## src/rtl/kgp_fetch_unit.sv

```systemverilog
// KGP_RISC fetch stage: owns the fetch PC, drives a 1-cycle synchronous imem and
// feeds decode through a 2-entry queue. Define FETCH_HALT_DETECT_EN to stop on HALT_WORD.
module kgp_fetch_unit #(
  parameter logic [31:0] RESET_PC  = 32'h0000_0000,
  parameter logic [31:0] HALT_WORD = 32'hFFFF_FFFF
) (
  input  logic        Clk,
  input  logic        Reset,
  input  logic        Ena,
  input  logic        redirect_valid,
  input  logic [31:0] redirect_pc,
  output logic        imem_req,
  output logic [31:0] imem_addr,
  input  logic [31:0] imem_rdata,
  output logic        instr_valid,
  input  logic        instr_ready,
  output logic [31:0] instr,
  output logic [31:0] instr_pc,
  output logic [31:0] PCValue,
  output logic        halted
);

`ifdef FETCH_HALT_DETECT_EN
  localparam logic HALT_EN = 1'b1;
`else
  localparam logic HALT_EN = 1'b0;
`endif

  typedef enum logic [1:0] {S_IDLE, S_RUN, S_HALT} state_e;

  state_e      state_q, state_d;
  logic [31:0] fpc_q, fpc_d;
  logic        infl_q, infl_d;
  logic [31:0] infl_pc_q, infl_pc_d;
  logic [1:0]  cnt_q, cnt_d;
  logic [31:0] h_instr_q, h_instr_d, h_pc_q, h_pc_d;
  logic [31:0] t_instr_q, t_instr_d, t_pc_q, t_pc_d;
  logic [31:0] pc_value_q, pc_value_d;

  logic       pop, push, issue, halt_hit;
  logic [2:0] occ;
  logic [1:0] cnt_after;

  always_comb begin
    pop      = (cnt_q != 2'd0) & instr_ready;
    // a redirect kills the response currently returning
    push     = infl_q & ~redirect_valid;
    halt_hit = HALT_EN & push & (imem_rdata == HALT_WORD);
    occ      = {1'b0, cnt_q} + {2'b00, infl_q} - {2'b00, pop};
    issue    = ~Reset & (state_q == S_RUN) & Ena & ~redirect_valid & (occ < 3'd2);

    state_d    = state_q;
    fpc_d      = fpc_q;
    infl_pc_d  = infl_pc_q;
    h_instr_d  = h_instr_q;
    h_pc_d     = h_pc_q;
    t_instr_d  = t_instr_q;
    t_pc_d     = t_pc_q;
    pc_value_d = pop ? h_pc_q : pc_value_q;

    if (redirect_valid)
      fpc_d = redirect_pc & 32'hFFFF_FFFC;
    else if (issue)
      fpc_d = fpc_q + 32'd4;

    // a request issued alongside a returning halt word is dropped on arrival
    infl_d = issue & ~halt_hit;
    if (issue) infl_pc_d = fpc_q;

    cnt_after = cnt_q - {1'b0, pop};
    if (pop) begin
      h_instr_d = t_instr_q;
      h_pc_d    = t_pc_q;
    end
    if (push) begin
      if (cnt_after == 2'd0) begin
        h_instr_d = imem_rdata;
        h_pc_d    = infl_pc_q;
      end else begin
        t_instr_d = imem_rdata;
        t_pc_d    = infl_pc_q;
      end
    end
    cnt_d = redirect_valid ? 2'd0 : cnt_after + {1'b0, push};

    case (state_q)
      S_IDLE:  if (halt_hit) state_d = S_HALT; else if (Ena) state_d = S_RUN;
      S_RUN:   if (halt_hit) state_d = S_HALT; else if (!Ena) state_d = S_IDLE;
      S_HALT:  if (redirect_valid) state_d = S_RUN;
      default: state_d = S_IDLE;
    endcase
  end

  always_ff @(posedge Clk) begin
    if (Reset) begin
      state_q    <= S_IDLE;
      fpc_q      <= RESET_PC;
      infl_q     <= 1'b0;
      infl_pc_q  <= 32'h0;
      cnt_q      <= 2'd0;
      h_instr_q  <= 32'h0;
      h_pc_q     <= 32'h0;
      t_instr_q  <= 32'h0;
      t_pc_q     <= 32'h0;
      pc_value_q <= RESET_PC;
    end else begin
      state_q    <= state_d;
      fpc_q      <= fpc_d;
      infl_q     <= infl_d;
      infl_pc_q  <= infl_pc_d;
      cnt_q      <= cnt_d;
      h_instr_q  <= h_instr_d;
      h_pc_q     <= h_pc_d;
      t_instr_q  <= t_instr_d;
      t_pc_q     <= t_pc_d;
      pc_value_q <= pc_value_d;
    end
  end

  assign imem_req    = issue;
  assign imem_addr   = fpc_q;
  assign instr_valid = (cnt_q != 2'd0);
  assign instr       = h_instr_q;
  assign instr_pc    = h_pc_q;
  assign PCValue     = pc_value_q;
  assign halted      = HALT_EN & (state_q == S_HALT);

endmodule

```

## config.mk

```make
export PLATFORM = sky130hd
export DESIGN_NAME = kgp_fetch_unit
export DESIGN_NICKNAME = d
export VERILOG_FILES = /design/src/rtl/kgp_fetch_unit.sv
export SDC_FILE = /design/constraint.sdc
export NUM_CORES = 1
export LEC_CHECK = 0
export CAP_MARGIN = 20
export CORE_MARGIN = 8
export CORE_UTILIZATION = 35
export CTS_CLUSTER_SIZE = 30
export DETAILED_ROUTE_END_ITERATION = 8
export DONT_BUFFER_PORTS = 1
export PLACE_DENSITY_LB_ADDON = 0.3
export SYNTH_ARGS = -nofsm -noshare
export SYNTH_HDL_FRONTEND = slang
export SYNTH_SLANG_ARGS = --single-unit
export TNS_END_PERCENT = 50
```

## constraint.sdc

```tcl
create_clock -name Clk -period 2.68 [get_ports Clk]
set_input_delay 0.536 -clock Clk [delete_from_list [all_inputs] [get_ports Clk]]
set_output_delay 0.536 -clock Clk [all_outputs]
set_load 0.1 [all_outputs]
```

---- Yosys cells after proc, flatten, opt, wreduce, memory -nomap -nowiden ----
Cells that the tools add are included.
cells by class
  add/subtract/negate cells ............... 5
  multipliers ............................. 0
  div/mod/pow operators ................... 0
  magnitude comparators ................... 1
  equal/unequal tests ..................... 5
  shift operators ......................... 0
  mux-type cells .......................... 12
  bitwise operators ....................... 9
  reductions and logical operators ........ 7
operator list
  kind                                                                          count
  32-bit 2-to-1 mux                                                             8
  32-bit by 3-bit adder with 32-bit output, second input constant               1
  1-bit bitwise AND                                                             6
  2-bit 2-to-1 mux                                                              3
  2-bit != test, second input constant                                          3
  2-bit case mux with 3 select lines                                            1
  2-bit logical NOT                                                             2
  2-bit nonzero test                                                            2
  2-bit by 1-bit adder with 3-bit output                                        1
  3-bit by 2-bit less-than comparator with 1-bit output, second input constant  1
  1-bit NOT                                                                     3
  3-bit AND reduction                                                           1
  3-bit by 1-bit subtractor with 3-bit output                                   1
  2-bit by 1-bit adder with 2-bit output                                        1
  2-bit by 1-bit == test with 1-bit output, second input constant               1
  2-bit == test, second input constant                                          1
  2-bit AND reduction                                                           1
  2-bit OR reduction                                                            1
  2-bit by 1-bit subtractor with 2-bit output                                   1
storage, ports and cells
  flip-flop bits (word level) ............. 229
  latch bits .............................. 0
  memory bits (writable) .................. 0
  memory bits (read-only) ................. 0
  output and inout port bits .............. 131
  word-level logic and storage cells ...... 50
  memories ................................ 0

---- Longest topological paths before layout ----
Gate-level depths: netlist (run 1).
  depth after elaboration ................. 7
  mapped depth ............................ 11
  mapped depth without buffers ............ 9

---- Worst setup path after synthesis (run 1) ----
Ideal clock, no wire load.
  kind .................................... input -> output
  from .................................... in instr_ready
  to ...................................... out imem_req
  arrival time ............................ 2963 ps
  required time ........................... 2144 ps
  slack ................................... -819 ps
  stages on the path ...................... 9
  path buffers ............................ 2
  path through ............................ nand3b_1 nand2_1 nand2_1 fa_1 and3_1 buf_1 nand3_1 clkinv_1 clkbuf_1
between the ends
  longest elaborated chain between the ends .. 4
ends and longest elaborated chain
  item                                                   RTL line  RTL
  from (decl)                                            16        input logic instr_ready,
  1-bit bitwise AND                                      45        pop = (cnt_q != 2'd0) & instr_ready;
  3-bit by 1-bit subtractor with 3-bit output            49        occ = {1'b0, cnt_q} + {2'b00, infl_q} - {2'b00, pop};
  3-bit by 2-bit less-than comparator with 1-bit output  50        issue = ~Reset & (state_q == S_RUN) & Ena & ~redirect_valid & (occ < 3'd2);
  1-bit bitwise AND                                      50
  to (decl)                                              12        output logic imem_req,
Every way passes these cells.

---- Worst setup path after layout (run 1) ----
  from .................................... reg cnt_q[0]
  to ...................................... out imem_req
between the ends
  longest elaborated chain between the ends .. 5
  elaborated cells on any way between the ends .. 6
  classes of those cells .................. add/sub: 2; order compare: 1; bitwise: 2; reduce/logical: 1
ends and longest elaborated chain
  item                                                                            RTL line  RTL
  from (decl)                                                                     35        logic [1:0] cnt_q, cnt_d;
  from (signal assigned)                                                          111       cnt_q <= cnt_d;
  branches (longest 2 deep; another with 2-bit by 1-bit adder with 3-bit output)  -
  3-bit by 1-bit subtractor with 3-bit output (*)                                 49
  3-bit by 2-bit less-than comparator with 1-bit output (*)                       50
  1-bit bitwise AND (*)                                                           50
Mark *: on every way between the ends.

==> flow_summary_export.csv, run 1 <==
group,metric,value,unit
run_status,outcome,"complete, but fails checks",
run_status,violations,"negative setup slack",
drt,postRouteWirelength,28200,um
global_routing,grt_max_degree,221,
pwr,clkPwrFrac,49.4,%
min_path,min_from,"redirect_valid",
layout,drive_above_1_share,20.2,%
synthesis,ys.flop_type,"dfxtp_1",
layout,n_antenna_cell,0,
die,die-area,31200,um^2
sta,setup-tns-final,-0.619,ns
global_routing,antenna_found_initial,0,
worst_setup_path,crit_type,"flip-flop to primary output",
drt,drc,0,
sta,period_share,108,%
sta,finClkSkew,0.00978,ns
synthesis,async_flop_share,0,%
drt,routed_via_density,5.25,
worst_setup_path,startpoint_type,"flip-flop",
worst_setup_path,endpoint_kind,"primary output",
clock_network,cts.htree.levels,1,
placed_design,hpwl,18100,um
pwr,pwr-share-comb,7.5,%
placed_design,pre_cts_slack,-0.148,ns
clock_network,path_clk_slew,0.06,ns
synthesis,syn_area,9030,um^2
worst_setup_path,critPathMaxStageDelay,0.54,ns
placed_design,gp_congestion,0.853,
drt,antenna_left,0,
placed_design,portBuffers,0,
layout,regArea,4450,um^2
pwr,internal-power,0.00594,W
worst_setup_path,worst_path_max_delay_cell,"fa_2",
layout,layout.cells.most_common,"nand2_1",
sta,setup-violations-final,8,
die,start_util,35.7,%
worst_setup_path,r2r_start,"cnt_q[0]$_SDFF_PP0_",
die,die_h,177,um
clock_network,cts_max_path_buffers,3,
pwr,p_seq_share,43.1,%
synthesis,postSynthCellCount,1156,
pwr,p_switching,0.00192,W
layout,stdcell_count,1610,
sta,tightest_slew,0.974,ns
synthesis,synth_cell_type_count,55,
synthesis,synth-seq-area-share,49.2,%
die,die_w,177,um
layout,area_growth,29.1,%
drt,dr.pass1.iters,5,
sta,holdWs,0.0845,ns
sta,max_freq,344,MHz
drt,drt-initial-drc-count,568,
clock_network,root_buffer,"clkbuf_16",
global_routing,grt_pass1_wl,44400,um
die,ios,200,
layout,multiInputGateArea,4380,um^2
synthesis,synth_top_area_share,49.2,%
layout,n_fill_cell,2515,
sta,slew_viol_final,0,
drt,routedWlPerCell,17.5,um
clock_network,numCtsBuffers,26,
pwr,ir_drop,0.000514,V
worst_setup_path,cp.arrival,2.37,ns
synthesis,synth_area_per_cell,7.81,um^2
sta,fin_crit,2.90,ns
die,core,25300,um^2
global_routing,grt-ovfl-total,0,
worst_setup_path,crit_start,"cnt_q[0]$_SDFF_PP0_",
placed_design,dp_cells,1539,
clock_network,cts_sinks,222,
synthesis,yosysTopAreaCell,"dfxtp_1",
synthesis,synth_edf_count,0,
sta,final.setup.worst_slack,-0.224,ns
pwr,p_per_area,674,nW/um^2
worst_setup_path,critPathRequiredTime,2.14,ns
clock_network,ctsHoldBuffers,0,
pwr,swShare,24.4,%
worst_setup_path,worst_path_most_repeated_cell,"nand2_2",
global_routing,grt_usage,17.2,%
drt,dr_total_vias,8455,
worst_setup_path,cp_cell_sequence,"nand3b_1, nand2_2, nand2_2, fa_2, and3_4, nand3_4, clkinv_4, buf_12",
synthesis,yosys_register_bits,222,
synthesis,yosys_warnings,0,
clock_network,clk_latency,0.52,ns
min_path,min_path_type,"primary input to flip-flop",
layout,final_cell_mix,"389 x nand2_1, 221 x dfxtp_1, 159 x buf_4",
pwr,p_leak,4.19,nW
worst_setup_path,path_max_fanout,5,
job,cap_violations,0,
synthesis,synth_area_leaders,"dfxtp_1 49%, nand2_1 16%, a311oi_1 6.9%",
layout,fin_nets,1333,
die,placementRows,58,
global_routing,grt_pass1_vias,7973,
sta,slew_headroom,35.0,%
sta,rsz0062_at_grt,"yes",
pwr,p_total,0.00786,W
sta,hold_viol_final,0,
clock_network,cts_tree,"yes",
-- registers in the layout (all words and copies together), names as in the netlist --
signal,count
PCValue,32
cnt_q,2
imem_addr,30
infl_pc_q,30
infl_q,1
instr,32
instr_pc,32
state_q,1
t_instr_q,32
t_pc_q,30
-- worst max-delay path: cells and delay by family (launching register included) --
| kind | cells | cell delay [ns] |
|---|---|---|
| fa+ha+maj | 1 | 0.54 |
| buf+inv | 2 | 0.26 |
| flops | 1 | 0.32 |
| simple gates | 5 | 0.73 |
-- power by group through the flow --
stage / sequential, W / combinational (W) / clock [W]
6_report: 0.00339 / 0.000587 / 0.00388
5_1_grt: 0.00339 / 0.000611 / 0.00410
4_1_cts: 0.00339 / 0.000576 / 0.00397
3_5_place_dp: 0.00346 / 0.000568 / 0
3_3_place_gp: 0.00346 / 0.000565 / 0
2_1_floorplan: 0.00377 / 0.000180 / 0
-- layer usage --
metal	up-vias	routed length (um)	global-route usage (%)
li1	4173	-	-
met1	3943	11800	21.3
met3	49	2220	4.29
met4	0	704	4.13
met5	-	0	0
met2	290	13500	29.6
-- final timing paths --
kind              slack (ns)                    endpoint  cells past startpoint
setup / recovery       -0.22                    imem_req                      8
hold / removal          0.08         cnt_q[1]$_SDFF_PP0_                      1
hold reg to reg         0.45  t_instr_q[11]$_SDFFE_PP0P_                      2
setup reg to reg       -0.17         cnt_q[1]$_SDFF_PP0_                     19
-- kinds of logic after synthesis --
| kind of cell | share of synthesized area [%] |
|---|---|
| XOR/XNOR | 0.873 |
| AND/OR/NAND/NOR | 26.3 |
| flip-flops | 49.2 |
| other | 0.0415 |
| multiplexers | 0.222 |
| buffers and inverters | 4.70 |
| adder cells (fa/ha/maj) | 0.638 |
| AO/OA/AOI/OAI | 18.0 |
-- synth_stat cells (5+ instances only) --
library cell	number
nor2_1	89
clkbuf_1	80
a21oi_1	124
a311oi_1	71
buf_1	10
nand2_1	393
inv_1	11
nor4_1	10
nand3_1	12
or3_1	7
o31ai_1	6
or4_1	11
a211oi_1	10
xnor2_1	5
and3_1	5
dfxtp_1	222
nand4_1	11
or2_2	5
-- what timing repair did --
item,CTS,global route
setup buffers,21,3
endpoints found under the setup margin,3,26
pin swaps,7,14
gates cloned,1,0
resized for setup,11,32
-- metrics by stage --
stage / utilization [%] / instance area [um^2]
after global placement: 40.7 / 10300
final: 46.1 / 11600
after global routing: 46.1 / 11600
after floorplan: - / 9060
after detailed placement: 40.7 / 10300
after CTS: 45.4 / 11500
-- layout make-up --
| cell class | instances | area share (%) |
|---|---|---|
| timing repair buffer | 170 | 12.0 |
| clock inverter | 11 | 1.68 |
| clock buffer | 37 | 6.55 |
| inverter | 13 | 0.462 |
| tap | 330 | 3.54 |
| multi-input combinational | 827 | 37.6 |
| sequential | 222 | 38.2 |
Power figures use the tool's default switching activity.
==> run 2, diff against run 1 <==
==> constraint.sdc (replaced) <==
create_clock -name Clk -period 2.68 [get_ports Clk]
set_input_delay 0 -clock Clk [delete_from_list [all_inputs] [get_ports Clk]]
set_output_delay 0 -clock Clk [all_outputs]
set_load 0.1 [all_outputs]
==> run 2 against run 1 <==
  * The flow finishes with violations (negative hold slack, negative setup slack)
  * Wire length up 6.9%
  * Combinational power up 26%
  * Count of clock-buffer cells in the layout up 3
  * First-iteration DRC count up 13%
  * Critical path type unchanged
  * Highest routed layer is now met5
==> flow_summary_export.csv, run 2 (synthesis results as in run 1) <==
group,metric,value,unit
clock_network,numCtsBuffers,26,
global_routing,grt-ovfl-total,0,
worst_setup_path,startpoint_type,"flip-flop",
drt,drc,0,
die,ios,200,
clock_network,root_buffer,"clkbuf_16",
drt,antenna_left,0,
global_routing,antenna_found_initial,1,
global_routing,grt_max_degree,155,
clock_network,cts_sinks,222,
sta,finClkSkew,0.00883,ns
die,die-area,31200,um^2
drt,postRouteWirelength,30100,um
global_routing,grt_usage,18.4,%
pwr,swShare,24.7,%
layout,area_growth,42.2,%
clock_network,path_clk_slew,0.06,ns
pwr,ir_drop,0.000533,V
drt,drt-initial-drc-count,641,
die,core,25300,um^2
layout,fin_nets,1458,
worst_setup_path,cp.arrival,2.69,ns
die,placementRows,58,
worst_setup_path,crit_type,"flip-flop to primary output",
placed_design,hpwl,18100,um
placed_design,pre_cts_slack,-0.0196,ns
drt,routedWlPerCell,17.4,um
pwr,p_leak,4.86,nW
placed_design,gp_congestion,0.903,
layout,n_fill_cell,2375,
sta,slew_viol_final,0,
pwr,clkPwrFrac,47.8,%
sta,max_freq,372,MHz
pwr,p_total,0.00790,W
worst_setup_path,endpoint_kind,"primary output",
sta,setup-violations-final,1,
placed_design,dp_cells,1545,
sta,rsz0062_at_grt,"yes",
pwr,p_per_area,615,nW/um^2
layout,final_cell_mix,"391 x nand2_1, 221 x dfxtp_1, 149 x buf_4",
worst_setup_path,critPathRequiredTime,2.68,ns
pwr,p_seq_share,42.8,%
die,die_h,177,um
worst_setup_path,path_max_fanout,14,
clock_network,cts_tree,"yes",
clock_network,cts_max_path_buffers,3,
pwr,p_switching,0.00195,W
run_status,violations,"negative hold slack, negative setup slack",
sta,tightest_slew,0.792,ns
run_status,outcome,"complete, but fails checks",
die,die_w,177,um
drt,routed_via_density,5.27,
layout,stdcell_count,1733,
die,start_util,35.7,%
drt,dr_total_vias,9126,
drt,dr.pass1.iters,5,
sta,hold_viol_final,1,
clock_network,cts.htree.levels,1,
global_routing,grt_pass1_vias,8640,
layout,layout.cells.most_common,"nand2_1",
sta,fin_crit,2.69,ns
min_path,min_path_type,"primary input to flip-flop",
job,cap_violations,0,
pwr,pwr-share-comb,9.3,%
clock_network,clk_latency,0.52,ns
sta,holdWs,-0.00322,ns
pwr,internal-power,0.00595,W
placed_design,portBuffers,0,
sta,final.setup.worst_slack,-0.00675,ns
global_routing,grt_pass1_wl,47300,um
sta,period_share,100,%
sta,slew_headroom,47.2,%
layout,drive_above_1_share,17.2,%
layout,n_antenna_cell,0,
run 2: layer usage:
metal  vias to the layer above  GRT usage, %  routed length (um)
met4                         2          7.57                1200
met1                      4298          23.0               12800
met5                         -             0                   8
met3                        79          4.32                2340
met2                       322          29.8               13700
li1                       4425             -                   -
run 2: worst max-delay path, stage by stage (launching register included):
cell	delay, ns
dfxtp_2	0.32
nand3b_1	0.22
nand2_1	0.14
nand2_1	0.08
fa_2	0.55
and3_4	0.24
buf_4	0.13
nand3_4	0.12
clkinv_4	0.17
buf_12	0.19
run 2: worst paths after layout:
kind | start | slack (ns) | depth (start not counted) | to
worst max register to register | cnt_q[0]$_SDFF_PP0_ | 0.05 | 8 | imem_addr[9]$_SDFFE_PP0P_
worst min register to register | PCValue[15]$_SDFFE_PP0P_ | 0.45 | 2 | PCValue[15]$_SDFFE_PP0P_
worst min-delay path | Reset | -0.003 | 2 | infl_pc_q[2]$_SDFFE_PP0P_
worst max-delay path | cnt_q[0]$_SDFF_PP0_ | -0.007 | 9 | imem_req
run 2: power groups by stage:
stage                     clock network (W)  logic (W)  registers (W)
after floorplan                           0   0.000179        0.00377
after global placement                    0   0.000567        0.00345
after detailed placement                  0   0.000571        0.00345
after CTS                           0.00389   0.000710        0.00338
after global routing                0.00401   0.000768        0.00339
final                               0.00378   0.000737        0.00338
run 2: timing repair:
item                       in CTS  in global routing
setup endpoints to repair       2                 21
gates resized for setup         7                 30
hold buffers                  132                  2
buffers inserted                0                  8
pin swaps                       0                 11
cloned                          0                  1
hold endpoints to repair      222                  2
run 2: layout make-up:
class | count | area [um^2] | area share (%)
tap | 330 | 413 | 3.22
clock inverter | 6 | 130 | 1.01
sequential | 222 | 4450 | 34.6
clock buffer | 40 | 795 | 6.19
multi-input combinational | 827 | 4320 | 33.6
inverter | 13 | 53.8 | 0.419
timing repair buffer | 295 | 2680 | 20.9
run 2: stage by stage:
stage          utilization (%)  setup TNS, ns  instance area, um^2  hold slack [ns]
2_1_floorplan                -              0                 9040            0.128
3_3_place_gp              40.9              0                10300           0.0893
3_5_place_dp              40.9        -0.0196                10300           0.0906
4_1_cts                   49.9              0                12600           0.0253
5_1_grt                   50.8         -0.654                12800           0.0398
6_report                  50.8       -0.00675                12800         -0.00322
